===== src/rtl/mp_add_sequencer.sv =====
// -----------------------------------------------------------------------------
// mp_add_sequencer
//   Multi-precision add sequencer wrapped around an external carry-skip adder
//   (cs_adder). Operand word pairs arrive as a valid/ready packet stream,
//   least-significant word first. The block runs them through a two-stage
//   pipeline, chains the carry from word to word and returns the sum words on a
//   valid/ready stream. A WIDTH-bit adder can therefore perform N*WIDTH-bit
//   additions at one word per cycle.
//
//   Pipeline
//     S1 (operand stage) : registered a/b/first/last/cin; a and b drive the adder.
//     S2 (output stage)  : registered adder result, last flag and packet carry-out.
//
// Ports
//   Clk_i, Reset_ni        clock, asynchronous active-low reset
//   Clear_i                synchronous flush of pipeline, packet state and error flag
//   In_valid_i/In_ready_o  input handshake
//   In_a_i, In_b_i         operand words
//   In_first_i, In_last_i  packet delimiters
//   In_carry_i             packet carry-in, used only with the first word
//   Add_a_o, Add_b_o       operands to the adder
//   Add_c_o                carry-in to the adder
//   Add_sum_i, Add_carry_i result from the adder
//   Out_valid_o/Out_ready_i output handshake
//   Out_sum_o, Out_last_o  result word and last flag
//   Out_carry_o            packet carry-out, non-zero only on the last word
//   Busy_o                 packet open or pipeline holds data
//   Err_o                  sticky protocol-error flag
// -----------------------------------------------------------------------------
module mp_add_sequencer #(
    parameter int WIDTH = 32
) (
    input  logic             Clk_i,
    input  logic             Reset_ni,
    input  logic             Clear_i,
    input  logic             In_valid_i,
    output logic             In_ready_o,
    input  logic [WIDTH-1:0] In_a_i,
    input  logic [WIDTH-1:0] In_b_i,
    input  logic             In_first_i,
    input  logic             In_last_i,
    input  logic             In_carry_i,
    output logic [WIDTH-1:0] Add_a_o,
    output logic [WIDTH-1:0] Add_b_o,
    output logic             Add_c_o,
    input  logic [WIDTH-1:0] Add_sum_i,
    input  logic             Add_carry_i,
    output logic             Out_valid_o,
    input  logic             Out_ready_i,
    output logic [WIDTH-1:0] Out_sum_o,
    output logic             Out_last_o,
    output logic             Out_carry_o,
    output logic             Busy_o,
    output logic             Err_o
);

    localparam logic [0:0] ST_IDLE   = 1'b0;
    localparam logic [0:0] ST_IN_PKT = 1'b1;

    // S1 operand stage
    logic             s1_valid_q, s1_valid_d;
    logic [WIDTH-1:0] s1_a_q, s1_a_d;
    logic [WIDTH-1:0] s1_b_q, s1_b_d;
    logic             s1_first_q, s1_first_d;
    logic             s1_last_q, s1_last_d;
    logic             s1_cin_q, s1_cin_d;

    // S2 output stage
    logic             out_valid_q, out_valid_d;
    logic [WIDTH-1:0] out_sum_q, out_sum_d;
    logic             out_last_q, out_last_d;
    logic             out_carry_q, out_carry_d;

    // carry chain, packet state, error flag
    logic             carry_q, carry_d;
    logic [0:0]       state_q, state_d;
    logic             err_q, err_d;

    // handshake helpers
    logic             s2_load;
    logic             in_fire;
    logic             proto_err;

    // Advance and accept conditions of the two-stage pipeline.
    always_comb begin
        s2_load    = s1_valid_q & (~out_valid_q | Out_ready_i);
        In_ready_o = ~s1_valid_q | s2_load;
        in_fire    = In_valid_i & In_ready_o;
        // A word without first while idle, or a first inside an open packet.
        if (state_q == ST_IDLE) begin
            proto_err = in_fire & ~In_first_i;
        end else begin
            proto_err = in_fire & In_first_i;
        end
    end

    // Next-state logic for all pipeline, packet and error registers.
    always_comb begin
        s1_valid_d  = s1_valid_q;
        s1_a_d      = s1_a_q;
        s1_b_d      = s1_b_q;
        s1_first_d  = s1_first_q;
        s1_last_d   = s1_last_q;
        s1_cin_d    = s1_cin_q;
        out_valid_d = out_valid_q;
        out_sum_d   = out_sum_q;
        out_last_d  = out_last_q;
        out_carry_d = out_carry_q;
        carry_d     = carry_q;
        state_d     = state_q;
        err_d       = err_q;

        if (Clear_i) begin
            // Flush wins over any handshake; the word on In_* is dropped.
            s1_valid_d  = 1'b0;
            out_valid_d = 1'b0;
            carry_d     = 1'b0;
            state_d     = ST_IDLE;
            err_d       = 1'b0;
        end else begin
            // S1 load / drain
            if (in_fire) begin
                s1_valid_d = 1'b1;
                s1_a_d     = In_a_i;
                s1_b_d     = In_b_i;
                // A word arriving while idle always opens a packet, so it
                // takes its carry-in from In_carry_i even without first.
                s1_first_d = In_first_i | (state_q == ST_IDLE);
                s1_last_d  = In_last_i;
                s1_cin_d   = In_carry_i;
                state_d    = In_last_i ? ST_IDLE : ST_IN_PKT;
            end else if (s2_load) begin
                s1_valid_d = 1'b0;
            end else begin
                s1_valid_d = s1_valid_q;
            end

            // S2 load / drain; the carry register tracks the word just summed.
            if (s2_load) begin
                out_valid_d = 1'b1;
                out_sum_d   = Add_sum_i;
                out_last_d  = s1_last_q;
                out_carry_d = Add_carry_i & s1_last_q;
                carry_d     = Add_carry_i;
            end else if (Out_ready_i) begin
                out_valid_d = 1'b0;
            end else begin
                out_valid_d = out_valid_q;
            end

            if (proto_err) begin
                err_d = 1'b1;
            end else begin
                err_d = err_q;
            end
        end
    end

    // State registers with asynchronous active-low reset.
    always_ff @(posedge Clk_i or negedge Reset_ni) begin
        if (!Reset_ni) begin
            s1_valid_q  <= 1'b0;
            s1_a_q      <= {WIDTH{1'b0}};
            s1_b_q      <= {WIDTH{1'b0}};
            s1_first_q  <= 1'b0;
            s1_last_q   <= 1'b0;
            s1_cin_q    <= 1'b0;
            out_valid_q <= 1'b0;
            out_sum_q   <= {WIDTH{1'b0}};
            out_last_q  <= 1'b0;
            out_carry_q <= 1'b0;
            carry_q     <= 1'b0;
            state_q     <= ST_IDLE;
            err_q       <= 1'b0;
        end else begin
            s1_valid_q  <= s1_valid_d;
            s1_a_q      <= s1_a_d;
            s1_b_q      <= s1_b_d;
            s1_first_q  <= s1_first_d;
            s1_last_q   <= s1_last_d;
            s1_cin_q    <= s1_cin_d;
            out_valid_q <= out_valid_d;
            out_sum_q   <= out_sum_d;
            out_last_q  <= out_last_d;
            out_carry_q <= out_carry_d;
            carry_q     <= carry_d;
            state_q     <= state_d;
            err_q       <= err_d;
        end
    end

    // Output drive: adder operands straight from S1 flops, carry muxed.
    always_comb begin
        Add_a_o     = s1_a_q;
        Add_b_o     = s1_b_q;
        Add_c_o     = s1_first_q ? s1_cin_q : carry_q;
        Out_valid_o = out_valid_q;
        Out_sum_o   = out_sum_q;
        Out_last_o  = out_last_q;
        Out_carry_o = out_carry_q;
        Busy_o      = (state_q == ST_IN_PKT) | s1_valid_q | out_valid_q;
        Err_o       = err_q;
    end

endmodule


===== config.mk =====
export PLATFORM = sky130hd
export DESIGN_NAME = mp_add_sequencer
export DESIGN_NICKNAME = d
export VERILOG_FILES = /design/src/rtl/mp_add_sequencer.sv
export SDC_FILE = /design/constraint.sdc
export NUM_CORES = 1
export LEC_CHECK = 0
export ABC_AREA = 1
export CAP_MARGIN = 20
export CORE_ASPECT_RATIO = 1.1
export CORE_UTILIZATION = 30
export DETAILED_ROUTE_END_ITERATION = 12
export PLACE_DENSITY = 0.67
export SYNTH_ARGS = -nofsm -noshare
export SYNTH_HDL_FRONTEND = slang
export SYNTH_SLANG_ARGS = --single-unit

===== constraint.sdc =====
create_clock -name Clk_i -period 2.45 [get_ports Clk_i]
set_clock_uncertainty 0.2 [all_clocks]
set_input_delay 0.49 -clock Clk_i [delete_from_list [all_inputs] [get_ports Clk_i]]
set_output_delay 0.49 -clock Clk_i [all_outputs]
set_load 0.05 [all_outputs]

==> results_dict.tcl <==
set metrics [dict create \
    antenna_found_initial 0 \
    start_util_pct 31.0 \
    grt_pass1_wl_um 19900 \
    synth_cell_type_count 15 \
    max_slew_margin_pct 63.2 \
    num_io_pins 208 \
    final-max-slew-violation-count 0 \
    fin_ws_ns 0.226 \
    layout.nets 778 \
    cp_top_family "buffers and inverters" \
    synthAdderAreaFrac_pct 0.290 \
    synth.largest_area_cell "dfrtp_1" \
    seq_area_sq_mm 0.00265 \
    antennaDiodeCount 0 \
    swShare_pct 37.6 \
    pwr-share-comb_pct 35.6 \
    min_period_over_period_pct 90.8 \
    fillers 1321 \
    crit_buf_inv 1 \
    core.rowCount 45 \
    max_cap_violations 0 \
    track_usage_pct 17.3 \
    switchingPower_mw 2.07 \
    worstSetupPathType "register to output port" \
    setup.worst_path.start "Add_a_o[14]" \
    rrSetupSlack_ns 0.78 \
    yosysSeqAreaShare_pct 61.4 \
    synth_warnings 0 \
    yosys.area_share.simple_pct 26.5 \
    p_leak_nw 3.31 \
    cts_tree "yes" \
    r2r_start "Out_valid_o" \
    use_met1_pct 21.1 \
    setup_viol 0 \
    cp.required_ns 1.76 \
    muxShareOfSynthArea_pct 0.261 \
    crit_chain "clkdlybuf4s50_1" \
    grt_max_degree 69 \
    synth-compound-area-share_pct 4.17 \
    arrival_ns 1.53 \
    drt_iter0_markers 192 \
    rsz0062_at_grt "no" \
    ys_seq_elements 106 \
    p_seq_share_pct 39.0 \
    cp.depth 1 \
    hold_viol_final 0 \
    powerDensity_mw_per_mm2 802 \
    synth_top_area_share_pct 61.4 \
    ys_top_cells_by_area "dfrtp_1 (61%), nand2_1 (15%), nand4_1 (10%)" \
    fmax_ghz 0.450 \
    fin_tns_setup_ns 0 \
    p_int_mw 3.44 \
    grt_use_met3_pct 5.44 \
    hold_ws_ns 0.272 \
    synth_area_sq_mm 0.00432 \
    crit_end "Add_a_o[14]" \
    synth_nets 582 \
    clkPwrFrac_pct 25.5 \
    cts_buffers 9 \
    cts_root_buffer "clkbuf_16" \
    coreArea_sq_mm 0.0139 \
    outcome "finished clean" \
    clk-insertion-delay-late_ns 0.34 \
    grt_pass1_vias 4071 \
    clock_path_buffers 2 \
    path_max_fanout 2 \
    min_period_ns 2.22 \
    cp-start-kind "register" \
    place.gp.congestion 0.762 \
    avgSynthCellArea_sq_um 9.07 \
    dieArea_sq_mm 0.0149 \
    layout-drive-gt1-share_pct 5.91 \
    final_util_pct 49.5 \
    synth_top_family_by_area "simple AND/OR/NAND/NOR gates" \
    first_pass_iters 4 \
    grt_util_met2_pct 28.9 \
    wl_per_cell_um 14.5 \
    path_clk_slew_ns 0.07 \
    h-tree-depth 3 \
    cts_sinks 106 \
    multiInputGateArea_sq_mm 0.00135 \
    die_width_um 116 \
    grt_overflow 0 \
    cpMaxStageDelayCell "clkdlybuf4s50_1" \
    max_slew.worst_pin.slew_ns 0.551 \
    drt-total-wl_um 12500 \
    portBuffers 207 \
    netlist_instances 476 \
    drc 0 \
    hold_path.class "register to register" \
    critPathCaptureType "output port" \
    dp.final_hpwl_um 9000 \
    pre_cts_slack_ns 0.253 \
    synthToLayoutAreaGrowth_pct 59.3 \
    r2r_cells 4 \
    synth-xor-area-share_pct 0 \
    reg2reg_to "Out_sum_o[0]" \
    drtAntennaViolNets 0 \
    die_h_um 128 \
    top_usage_layer "met2" \
    vias_per_cell 4.57 \
    num_vias 3957 \
    ir_drop_mv 0.302 \
    cts_resized 0 \
    slowest_delay_ns 0.82 \
]
-- stage by stage --
| stage | instance area [sq um] | cells | power (mW) |
|---|---|---|---|
| 2_1_floorplan | 4320 | 476 | 3.33 |
| 3_3_place_gp | 6580 | 848 | 4.13 |
| 3_5_place_dp | 6580 | 848 | 4.16 |
| 4_1_cts | 6880 | 865 | 5.59 |
| 5_1_grt | 6880 | 865 | 5.78 |
| 6_report | 6880 | 865 | 5.52 |
-- what timing repair did --
action / CTS / global route
hold endpoints to repair: 25 / 0
setup buffers: 0 / 0
endpoints found under the setup margin: 0 / 0
hold buffers: 1 / 0
-- cells in the mapped netlist (all sizes together) --
cell type and number:
a21oi 2, nand2 178, ha 1, o21ai 34, dfrtp 106, nor2 2, clkbuf 20, nand4 70
nand3 4, inv 41, mux2 1, buf 17
-- how the worst min path moves through the flow --
stage                            from     endpoint  slack (ns)  cells after the start
after floorplan              Reset_ni   Add_a_o[0]      -0.006                      0
after global placement       Reset_ni  Add_a_o[28]        0.24                      1
after detailed placement     Reset_ni  Add_a_o[28]        0.24                      1
after CTS                    s1_cin_q     s1_cin_q        0.27                      2
after global routing      Add_a_o[24]  Add_a_o[24]        0.30                      2
final                     Add_b_o[21]  Add_b_o[21]        0.27                      2
-- cell type report --
type | count | share of cell area (%)
Sequential cell | 106 | 38.6
Inverter | 41 | 2.24
Clock buffer | 12 | 3.73
Multi-Input combinational cell | 292 | 19.7
Timing Repair Buffer | 222 | 31.9
Clock inverter | 4 | 0.491
Tap cell | 188 | 3.42
-- power by group through the flow --
stage / sequential, mW / combinational [mW] / clock [mW]
floorplan: 3.03 / 0.297 / 0
global placement: 2.17 / 1.96 / 0
detailed placement: 2.18 / 1.98 / 0
CTS: 2.15 / 1.98 / 1.45
global route: 2.18 / 2.08 / 1.52
finish: 2.15 / 1.96 / 1.40
-- kinds of logic after synthesis --
logic type               Yosys count
adder cells (fa/ha/maj)            1
AND/OR/NAND/NOR                  254
AO/OA/AOI/OAI                     36
buffers and inverters             78
flip-flops                       106
multiplexers                       1
-- layout by cell type (no fill, tap or decap), types with 2 or more instances in the layout --
cell type and n:
clkdlybuf4s50_1 201, nand2_1 178, dfrtp_1 106, nand4_1 70, inv_1 40, o21ai_0 34
buf_4 17, clkbuf_16 9, nand3_2 3, nor2_1 2, a21oi_1 2, inv_6 2
clkbuf_8 2, buf_12 2
-- flip-flops by register name, summed over array words and instances, names as in the netlist --
signal / flops
Add_a_o: 32
Add_b_o: 32
Err_o: 1
Out_carry_o: 1
Out_last_o: 1
Out_sum_o: 32
Out_valid_o: 1
carry_q: 1
s1_cin_q: 1
s1_first_q: 1
s1_last_q: 1
s1_valid_q: 1
state_q: 1
-- layer usage --
metal / part of all wire [%] / vias up
met5: 0 / -
met4: 1.5 / 0
met3: 7.7 / 13
met2: 49 / 134
met1: 42 / 1870
li1: - / 1940
Note: power is estimated with default switching activity, not from simulation.
